==> config.mk <==
export PLATFORM = sky130hd
export DESIGN_NAME = equation1_generator_flat
export DESIGN_NICKNAME = d
export VERILOG_FILES = /design/src/rtl/equation1_generator_if.sv /design/src/rtl/equation1_generator.sv /design/src/flat_wrapper.sv
export SDC_FILE = /design/constraint.sdc
export NUM_CORES = 1
export LEC_CHECK = 0
export CAP_MARGIN = 10
export CORE_MARGIN = 1
export CORE_UTILIZATION = 65
export DETAILED_ROUTE_END_ITERATION = 12
export GPL_TIMING_DRIVEN = 0
export PLACE_DENSITY = 0.8
export SLEW_MARGIN = 25
export SYNTH_ARGS = -nofsm -noshare
export SYNTH_HDL_FRONTEND = slang
export SYNTH_SLANG_ARGS = --single-unit
export TNS_END_PERCENT = 20
==> constraint.sdc <==
create_clock -name Clock -period 37 [get_ports Clock]
set_clock_uncertainty 0.05 [all_clocks]
set_input_delay 5.55 -clock Clock [delete_from_list [all_inputs] [get_ports Clock]]
set_output_delay 5.55 -clock Clock [all_outputs]
set_load 0.01 [all_outputs]
==> src/rtl/equation1_generator_if.sv <==
// Operand-request / operand-delivery bundle between the puzzle logic and the
// equation-1 generator. The slave modport is the generator side.
interface equation1_generator_if;
  logic       start;
  logic [6:0] target;
  logic       busy;
  logic       ans_valid;
  logic       ans_ready;
  logic [7:0] x_out;
  logic [7:0] y_out;
  logic [7:0] z_out;
  logic       fallback;

  modport master (
    output start, target, ans_ready,
    input  busy, ans_valid, x_out, y_out, z_out, fallback
  );

  modport slave (
    input  start, target, ans_ready,
    output busy, ans_valid, x_out, y_out, z_out, fallback
  );
endinterface

==> src/rtl/equation1_generator.sv <==
// Searches LFSR-driven operands X,Y,Z with 8-bit Y/Z + (X/Z)^2 == target, falling
// back to (0, A, 1) after MAX_TRIES rejects. Optional macro: EQGEN_NONTRIVIAL_EN.
module equation1_generator #(
  parameter logic [15:0] LFSR_SEED = 16'hACE1,
  parameter int          MAX_TRIES = 16
) (
  input logic                   Clock,
  input logic                   Reset,
  equation1_generator_if.slave  bus
);

  typedef enum logic [2:0] {
    IDLE     = 3'd0,
    PICK     = 3'd1,
    BUILD    = 3'd2,
    VERIFY   = 3'd3,
    FALLBACK = 3'd4,
    PRESENT  = 3'd5
  } state_t;

  state_t      state;
  state_t      state_nxt;
  logic [15:0] lfsr;
  logic [15:0] lfsr_nxt;
  logic [15:0] tries;
  logic [15:0] tries_inc;
  logic        tries_last;
  logic [7:0]  a_reg;
  logic        busy_q;
  logic        valid_q;
  logic        fb_q;
  logic [7:0]  x_q;
  logic [7:0]  y_q;
  logic [7:0]  z_q;
  logic        reject;

  // candidate fields snapped in PICK
  logic [3:0]  pick_z;
  logic [2:0]  pick_rx;
  logic [2:0]  pick_ry;
  logic [3:0]  z_p0;
  logic [3:0]  q_p0;
  logic [2:0]  rx_p0;
  logic [2:0]  ry_p0;

  // operands built in BUILD
  logic [7:0]  qq;
  logic [7:0]  x_calc;
  logic [10:0] y_calc;
  logic        build_ok;
  logic [7:0]  x_p1;
  logic [7:0]  y_p1;
  logic        verify_ok;

  // Mirrors the checker: integer divides, 8-bit square, 8-bit sum.
  function automatic logic [7:0] checker_sum(input logic [7:0] x, input logic [7:0] y,
                                             input logic [3:0] z);
    logic [7:0]  zd;
    logic [7:0]  qx;
    logic [7:0]  qy;
    logic [15:0] sq;
    zd = {4'd0, z};
    qx = x / zd;
    qy = y / zd;
    sq = {8'd0, qx} * {8'd0, qx};
    return qy + sq[7:0];
  endfunction

  assign lfsr_nxt   = {lfsr[14:0], lfsr[15] ^ lfsr[13] ^ lfsr[12] ^ lfsr[10]};
  assign tries_inc  = tries + 16'd1;
  assign tries_last = (tries_inc == 16'(MAX_TRIES));

  assign pick_z  = {1'b0, lfsr[2:0]} + 4'd1;
  assign pick_rx = ({1'b0, lfsr[9:7]}   >= pick_z) ? 3'd0 : lfsr[9:7];
  assign pick_ry = ({1'b0, lfsr[12:10]} >= pick_z) ? 3'd0 : lfsr[12:10];

  always_comb begin
    qq       = {4'd0, q_p0} * {4'd0, q_p0};
    x_calc   = {4'd0, q_p0} * {4'd0, z_p0} + {5'd0, rx_p0};
    y_calc   = ({3'd0, a_reg} - {3'd0, qq}) * {7'd0, z_p0} + {8'd0, ry_p0};
    build_ok = (qq <= a_reg) && (y_calc <= 11'd255);
`ifdef EQGEN_NONTRIVIAL_EN
    build_ok = build_ok && (q_p0 != 4'd0) && (z_p0 != 4'd1);
`endif
    verify_ok = (checker_sum(x_p1, y_p1, z_p0) == a_reg);
  end

  always_comb begin
    state_nxt = state;
    reject    = 1'b0;
    case (state)
      IDLE:     if (bus.start) state_nxt = (MAX_TRIES == 0) ? FALLBACK : PICK;
      PICK:     state_nxt = BUILD;
      BUILD:    if (build_ok) state_nxt = VERIFY; else reject = 1'b1;
      VERIFY:   if (verify_ok) state_nxt = PRESENT; else reject = 1'b1;
      FALLBACK: state_nxt = PRESENT;
      PRESENT:  if (valid_q && bus.ans_ready) state_nxt = IDLE;
      default:  state_nxt = IDLE;
    endcase
    if (reject) state_nxt = tries_last ? FALLBACK : PICK;
  end

  always_ff @(posedge Clock or posedge Reset) begin
    if (Reset) begin
      state   <= IDLE;
      lfsr    <= LFSR_SEED;
      tries   <= 16'd0;
      a_reg   <= 8'd0;
      busy_q  <= 1'b0;
      valid_q <= 1'b0;
      fb_q    <= 1'b0;
      x_q     <= 8'd0;
      y_q     <= 8'd0;
      z_q     <= 8'd0;
    end else begin
      state  <= state_nxt;
      lfsr   <= lfsr_nxt;
      busy_q <= (state_nxt != IDLE);
      if (state == IDLE && bus.start) begin
        a_reg <= {1'b0, bus.target};
        tries <= 16'd0;
      end
      if (reject) tries <= tries_inc;
      if (state == VERIFY && verify_ok) begin
        x_q  <= x_p1;
        y_q  <= y_p1;
        z_q  <= {4'd0, z_p0};
        fb_q <= 1'b0;
      end
      if (state == FALLBACK) begin
        x_q  <= 8'd0;
        y_q  <= a_reg;
        z_q  <= 8'd1;
        fb_q <= 1'b1;
      end
      // valid rises one cycle after entering PRESENT and falls on transfer
      if (state == PRESENT) valid_q <= !(valid_q && bus.ans_ready);
      else                  valid_q <= 1'b0;
    end
  end

  // ---- stage p0: candidate snapshot / stage p1: built operands ----
  always_ff @(posedge Clock) begin
    if (state == PICK) begin
      z_p0  <= pick_z;
      q_p0  <= lfsr[6:3];
      rx_p0 <= pick_rx;
      ry_p0 <= pick_ry;
    end
    if (state == BUILD) begin
      x_p1 <= x_calc;
      y_p1 <= y_calc[7:0];
    end
  end

  assign bus.busy      = busy_q;
  assign bus.ans_valid = valid_q;
  assign bus.x_out     = x_q;
  assign bus.y_out     = y_q;
  assign bus.z_out     = z_q;
  assign bus.fallback  = fb_q;

endmodule

==> src/flat_wrapper.sv <==
// flat-port wrapper written by rule: the top's interface ports become plain ports
module equation1_generator_flat 
#(
  parameter logic [15:0] LFSR_SEED = 16'hACE1,
  parameter int          MAX_TRIES = 16
)
  (Clock, Reset, bus_start, bus_target, bus_ans_ready, bus_busy, bus_ans_valid, bus_x_out, bus_y_out, bus_z_out, bus_fallback);
  equation1_generator_if bus_i ();
  input logic Clock;
  input logic Reset;
  input wire logic [$bits(bus_i.start)-1:0] bus_start;
  input wire logic [$bits(bus_i.target)-1:0] bus_target;
  input wire logic [$bits(bus_i.ans_ready)-1:0] bus_ans_ready;
  output wire logic [$bits(bus_i.busy)-1:0] bus_busy;
  output wire logic [$bits(bus_i.ans_valid)-1:0] bus_ans_valid;
  output wire logic [$bits(bus_i.x_out)-1:0] bus_x_out;
  output wire logic [$bits(bus_i.y_out)-1:0] bus_y_out;
  output wire logic [$bits(bus_i.z_out)-1:0] bus_z_out;
  output wire logic [$bits(bus_i.fallback)-1:0] bus_fallback;
  assign bus_i.start = bus_start;
  assign bus_i.target = bus_target;
  assign bus_i.ans_ready = bus_ans_ready;
  assign bus_busy = bus_i.busy;
  assign bus_ans_valid = bus_i.ans_valid;
  assign bus_x_out = bus_i.x_out;
  assign bus_y_out = bus_i.y_out;
  assign bus_z_out = bus_i.z_out;
  assign bus_fallback = bus_i.fallback;
  equation1_generator #(.LFSR_SEED(LFSR_SEED), .MAX_TRIES(MAX_TRIES)) u_core (.Clock(Clock), .Reset(Reset), .bus(bus_i));
endmodule
==> qor.json, run 1 <==
{
  "floorplan": {
    "ios": 38,
    "die_height_um": 123.3,
    "die-area_mm2": 0.01521,
    "core_area_mm2": 0.01410,
    "floorplan.initialDensity_pct": 67.88,
    "fp.dieW_um": 123.3,
    "std_cell_rows": 43
  },
  "sta": {
    "timing.slew.headroom_pct": 42.06,
    "finalMaxSlewViolations": 0,
    "rsz0062_at_grt": "no",
    "period_needed_ns": 18.54,
    "report.final.hold_viol_count": 0,
    "fmax_ghz": 0.05393,
    "worst_slew_pin_slew_ns": 0.8682,
    "finalCritPeriodShare_pct": 50.12,
    "setup_tns_ns": 0,
    "setup-violations-final": 0
  },
  "place": {
    "port-buffer-count": 33,
    "detailed_place_hpwl_um": 16140,
    "place_congestion": 0.8896
  },
  "logic_synthesis": {
    "main_synth_ff_type": "dfrtp_1",
    "post_synth.cell_area_avg_um2": 9.173,
    "synth-async-reset-ratio_pct": 68.42,
    "synth-edff-count": 30,
    "post-synth-top-area-cell": "ha_1",
    "yosysWarnings": 0,
    "distinct_cells_synth": 82,
    "top_cells_by_area_synth": "ha_1 (17%), dfrtp_1 (15%), edfxtp_1 (9.4%)",
    "post_synth_inst_count": 1043,
    "synth_top_area_share_pct": 16.61,
    "number_of_storage_elements_in_the_synthesis_netlist": 95,
    "synthesis.area_mm2": 0.009568,
    "ys_seq_area_share_pct": 26.52
  },
  "global_routing": {
    "globalRoute.totalOverflow": 0,
    "grt_first_pass_wirelength_um": 34310,
    "grt_start_max_net_pins": 40,
    "via_count_of_the_first_global_routing_pass": 7327,
    "grt_antenna_before_repair": 0,
    "track_usage_pct": 29.00
  },
  "setup_path": {
    "critical-path-slowest-cell": "inv_1",
    "crit_path_max_fanout": 17,
    "critPathMostFrequentCell": "ha_1",
    "worst_ep_arrival_time_ns": 18.69,
    "critical_path_required_ns": 37.14,
    "critPathLaunchType": "flip-flop",
    "critical_path_class": "reg2reg",
    "timing.critical_path.slowest_cell_delay_ns": 0.66,
    "worst_setup_path_end_kind": "flip-flop"
  },
  "final_layout": {
    "n_fill_cell": 1061,
    "area_delta_synth_final_pct": 9.572,
    "final_nets": 1267,
    "most_frequent_cells_in_the_layout": "ha_1 (127), inv_1 (108), nand2_1 (71)",
    "final_common_cell": "ha_1",
    "reg_top3": "u_core.lfsr x16, u_core.tries x16",
    "antenna_cells": 0,
    "post_route_cells_drive_above_1_share_pct": 7.931
  },
  "cts": {
    "htree_num_levels": 3,
    "cts_sinks": 95,
    "cts_root_buf": "clkbuf_16",
    "worst_path_clk_slew_ns": 0.07,
    "cts_setup_buffers": 0,
    "clock_tree.buffer_depth": 2,
    "clkLatencyLatePin_ns": 0.34,
    "post_cts_resize_count": 0,
    "hold_buffers": 0,
    "cts-buffers-inserted": 9,
    "tritoncts_clock_tree": "done"
  },
  "hold_path": {
    "worstHoldPathType": "reg2reg"
  },
  "run_status": {
    "outcome": "completed"
  },
  "drt": {
    "drt_iter0_drc": 383,
    "route.detailed.wl_per_inst_um": 16.35,
    "antenna_violating_nets_post_route": 0,
    "detailroute.via_count": 7481,
    "number_of_drc_violations_after_detailed_routing": 0,
    "drt_pre_antenna_iters": 5,
    "totalWireLength_um": 20880,
    "vias_per_inst": 5.858
  },
  "run": {
    "max_cap_viol_count": 0
  }
}
-- synth_stat cells (4+ instances only) --
| cell | n |
|---|---|
| a211oi_1 | 8 |
| a21o_1 | 20 |
| a21oi_1 | 44 |
| a22o_1 | 7 |
| and2_1 | 31 |
| and3_1 | 13 |
| buf_4 | 6 |
| clkbuf_1 | 25 |
| dfrtp_1 | 57 |
| dfstp_2 | 8 |
| edfxtp_1 | 30 |
| fa_1 | 37 |
| ha_1 | 127 |
| inv_1 | 109 |
| mux2_2 | 11 |
| mux2i_1 | 15 |
| nand2_1 | 71 |
| nand2b_1 | 24 |
| nand3_1 | 23 |
| nor2_1 | 69 |
| nor2b_1 | 16 |
| nor3_1 | 28 |
| nor4b_1 | 5 |
| o211ai_1 | 6 |
| o21a_1 | 31 |
| o21ai_0 | 53 |
| o21bai_1 | 5 |
| o22a_1 | 8 |
| o31ai_1 | 4 |
| or2_2 | 10 |
| or3_1 | 7 |
| xnor2_1 | 40 |
| xor2_1 | 21 |
-- worst max-delay path: cells and delay by family, from the launching register on --
kind,cells,cell delay (ns)
compound gates,30,6.52
buf+inv,11,2.14
flops,1,0.59
fa+ha+maj,13,4.40
xor+xnor,2,0.36
mux,3,1.09
simple gates,14,3.24
-- cells by family (layout without fill, tap and decap cells) --
family                   Yosys count  count (layout)  synth area share, %
other                              1               4              0.03919
multiplexers                      29              29                3.335
AND/OR/NAND/NOR                  321             321                17.35
adder cells (fa/ha/maj)          165             165                24.47
XOR/XNOR                          61              61                5.584
flip-flops                        95              95                26.52
buffers and inverters            148             199                6.211
AO/OA/AOI/OAI                    223             223                16.49
-- stage by stage --
stage	hold WS [ns]	util, %	setup WS [ns]	cells	cell area (um^2)
floorplan	0.2830	-	21.30	1046	9579
global placement	0.2858	71.90	18.97	1259	10130
detailed placement	0.2985	72.17	18.71	1261	10170
CTS	0.3044	74.37	18.65	1277	10480
global route	0.3109	74.37	17.17	1277	10480
finish	0.3017	74.37	18.46	1277	10480
-- layout make-up --
cell class                 count  area [um^2]  share of cell area, %
sequential                    95         2537                  24.20
multi-input combinational    803         6459                  61.61
buffer                        37        172.7                  1.647
tap                          180        225.2                  2.148
clock inverter                 4        32.53                 0.3103
timing repair buffer          35        355.3                  3.389
inverter                     111        424.2                  4.046
clock buffer                  12        277.8                  2.649
-- metal layers --
| metal | global-route usage, % | vias up | share of wire (%) |
|---|---|---|---|
| li1 | - | 3729 | - |
| met4 | 8.509 | 0 | 2.2 |
| met3 | 2.721 | 36 | 2.8 |
| met2 | 52.65 | 123 | 49 |
| met1 | 36.46 | 3593 | 46 |
| met5 | 0 | - | 0 |
-- final timing paths --
kind	startpoint	to	slack, ns	depth (start not counted)
hold reg to reg	u_core.lfsr[14]	u_core.lfsr[15]	0.30	0
hold / removal	u_core.lfsr[14]	u_core.lfsr[15]	0.30	0
max in group asynchronous	Reset	u_core.lfsr[7]	30.81	3
min in group asynchronous	Reset	u_core.lfsr[3]	5.50	2
setup reg to reg	u_core.z_p0[0]	u_core.bus.z_out[3]	18.46	73
setup / recovery	u_core.z_p0[0]	u_core.bus.z_out[3]	18.46	73
Power of run 1 is left out: the tool's default activity adds up to more than one toggle a clock period on the data nets, which glitch-free logic cannot reach.
==> inputs of run 2 (changes only) <==
--- a/config.mk
+++ b/config.mk
@@ -7,10 +7,10 @@
 export LEC_CHECK = 0
 export CAP_MARGIN = 10
 export CORE_MARGIN = 1
-export CORE_UTILIZATION = 65
+export CORE_UTILIZATION = 63
 export DETAILED_ROUTE_END_ITERATION = 12
 export GPL_TIMING_DRIVEN = 0
-export PLACE_DENSITY = 0.8
+export PLACE_DENSITY = 0.78
 export SLEW_MARGIN = 25
 export SYNTH_ARGS = -nofsm -noshare
 export SYNTH_HDL_FRONTEND = slang
==> constraint.sdc (replaced) <==
create_clock -name Clock -period 18.62 [get_ports Clock]
set_clock_uncertainty 0.05 [all_clocks]
set_input_delay 2.793 -clock Clock [delete_from_list [all_inputs] [get_ports Clock]]
set_output_delay 2.793 -clock Clock [all_outputs]
set_load 0.01 [all_outputs]
==> run 2 against run 1 <==
  * The run now ends with design-rule violations left
  * Register-to-register slack lost 17 ns
  * Wire length shrank 0.48%
  * Flip-flop and latch count is the same
  * Sequential share of layout area shrank 0.17 points
  * Critical endpoint is now u_core.bus.z_out[2]
  * Highest routed layer unchanged
==> qor.json, run 2 (synthesis gave the netlist of run 1 again) <==
{
  "cts": {
    "cts_sinks": 95,
    "cts_root_buf": "clkbuf_16",
    "htree_num_levels": 3,
    "clkLatencyLatePin_ns": 0.35,
    "clock_tree.buffer_depth": 2,
    "tritoncts_clock_tree": "done",
    "cts-buffers-inserted": 9,
    "worst_path_clk_slew_ns": 0.06
  },
  "sta": {
    "setup_tns_ns": 0,
    "timing.slew.headroom_pct": 42.28,
    "layout_setup_ws_ns": 1.069,
    "setup-violations-final": 0,
    "fmax_ghz": 0.05698,
    "finalMaxSlewViolations": 0,
    "worst_slew_pin_slew_ns": 0.8648,
    "finalCritPeriodShare_pct": 94.26,
    "period_needed_ns": 17.55,
    "report.final.hold_viol_count": 0
  },
  "drt": {
    "totalWireLength_um": 20780,
    "antenna_violating_nets_post_route": 0,
    "detailroute.via_count": 7538,
    "drt_iter0_drc": 399,
    "vias_per_inst": 5.857,
    "number_of_drc_violations_after_detailed_routing": 2,
    "route.detailed.wl_per_inst_um": 16.14,
    "drt_pre_antenna_iters": 9
  },
  "setup_path": {
    "timing.rr.end": "u_core.bus.z_out[2]",
    "timing.critical_path.slowest_cell_delay_ns": 0.57,
    "rr_worst_depth": 74,
    "crit_path_max_fanout": 10,
    "critical_path_required_ns": 18.77,
    "worst_ep_arrival_time_ns": 17.70,
    "worst_setup_path_end_kind": "flip-flop",
    "critical_path.startpoint": "u_core.z_p0[0]",
    "r2r_slack_ns": 1.07,
    "critical_path_class": "reg2reg",
    "critPathLaunchType": "flip-flop",
    "critical-path-slowest-cell": "a2111oi_4",
    "critical_path.reg2reg.startpoint": "u_core.z_p0[0]",
    "worst_setup_path_endpoint": "u_core.bus.z_out[2]",
    "critPathMostFrequentCell": "ha_1"
  },
  "final_layout": {
    "footprint_of_the_multi_input_gates_mm2": 0.006475,
    "n_fill_cell": 1150,
    "reg_top3": "u_core.lfsr x16, u_core.tries x16",
    "antenna_cells": 0,
    "area_delta_synth_final_pct": 10.37,
    "most_frequent_cells_in_the_layout": "ha_1 (127), inv_1 (107), nand2_1 (70)",
    "post_route_cells_drive_above_1_share_pct": 8.704,
    "register_area_mm2": 0.002537,
    "final_nets": 1273,
    "stdcell_count": 1287,
    "final_common_cell": "ha_1",
    "finalInstanceArea_mm2": 0.01056
  },
  "place": {
    "preCtsSetupSlack_ns": 0.2438,
    "detailed_place_hpwl_um": 16300,
    "placedCellCount": 1265,
    "placed_cell_area_mm2": 0.01018,
    "place_congestion": 0.8726,
    "port-buffer-count": 33
  },
  "run_status": {
    "outcome": "finished, violations left",
    "violations_in_the_final_reports": "design-rule violations"
  },
  "floorplan": {
    "std_cell_rows": 44,
    "die-area_mm2": 0.01568,
    "core_area_mm2": 0.01470,
    "die_height_um": 125.2,
    "fp.dieW_um": 125.2,
    "floorplan.initialDensity_pct": 65.09,
    "ios": 38
  },
  "global_routing": {
    "grt_antenna_before_repair": 0,
    "track_usage_pct": 28.18,
    "via_count_of_the_first_global_routing_pass": 7535,
    "grt_first_pass_wirelength_um": 35550,
    "grt_start_max_net_pins": 39,
    "globalRoute.totalOverflow": 0
  },
  "run": {
    "max_cap_viol_count": 0
  },
  "hold_path": {
    "worstHoldPathType": "reg2reg",
    "min_delay_path_depth": 0
  }
}
run 2: cell count changes in the layout (fill, tap and decap cells not counted), sizes merged:
cell / delta
buf: +6
inv: -3
bufinv: +2
clkinvlp: +2
clkbuf: -1
run 2: stage by stage:
step / utilization, % / hold slack, ns
final: 71.84 / 0.3085
after global routing: 71.84 / 0.3190
after CTS: 71.40 / 0.3132
after detailed placement: 69.26 / 0.2907
after global placement: 68.98 / 0.2944
after floorplan: - / 0.2830
run 2: layout make-up:
class | count | share of cell area, %
Buffer | 37 | 1.635
Clock buffer | 11 | 2.204
Clock inverter | 5 | 0.7701
Inverter | 111 | 4.052
Multi-Input combinational cell | 803 | 61.32
Sequential cell | 95 | 24.03
Tap cell | 184 | 2.180
Timing Repair Buffer | 41 | 3.815
run 2: worst min-delay path by stage:
stage | start | to | slack, ns
2_1_floorplan | u_core.lfsr[14] | u_core.lfsr[15] | 0.28
3_3_place_gp | u_core.lfsr[14] | u_core.lfsr[15] | 0.29
3_5_place_dp | u_core.lfsr[14] | u_core.lfsr[15] | 0.29
4_1_cts | u_core.lfsr[14] | u_core.lfsr[15] | 0.31
5_1_grt | u_core.lfsr[5] | u_core.lfsr[6] | 0.32
6_report | u_core.lfsr[14] | u_core.lfsr[15] | 0.31
run 2: routing by layer:
metal | wire (um) | share of wire [%] | vias up | global-route usage (%)
met4 | 514 | 2.5 | 0 | 9.182
met3 | 779 | 3.7 | 45 | 3.552
met5 | 0 | 0 | - | 0
li1 | - | - | 3729 | -
met2 | 10270 | 49 | 146 | 49.98
met1 | 9215 | 44 | 3618 | 35.69
run 2: what timing repair did:
| item | in CTS | in global routing |
|---|---|---|
| resized for setup | 0 | 5 |
| hold endpoints to repair | 0 | 0 |
| endpoints found under the setup margin | 0 | 39 |
| hold buffers | 0 | 0 |
| buffers inserted | 0 | 6 |
run 2: critical path, delay by kind of cell (launching register included):
family                     cells  cell delay, ns
adders and majority gates     13            4.28
and+or+nand+nor               13            2.74
DFF                            1            0.50
xor gates and xnor gates       2            0.29
muxes                          3            0.99
buffers and inverters         11            1.63
AOI/OAI and AO/OA             32            6.89
Power of run 2 is left out for the same reason.
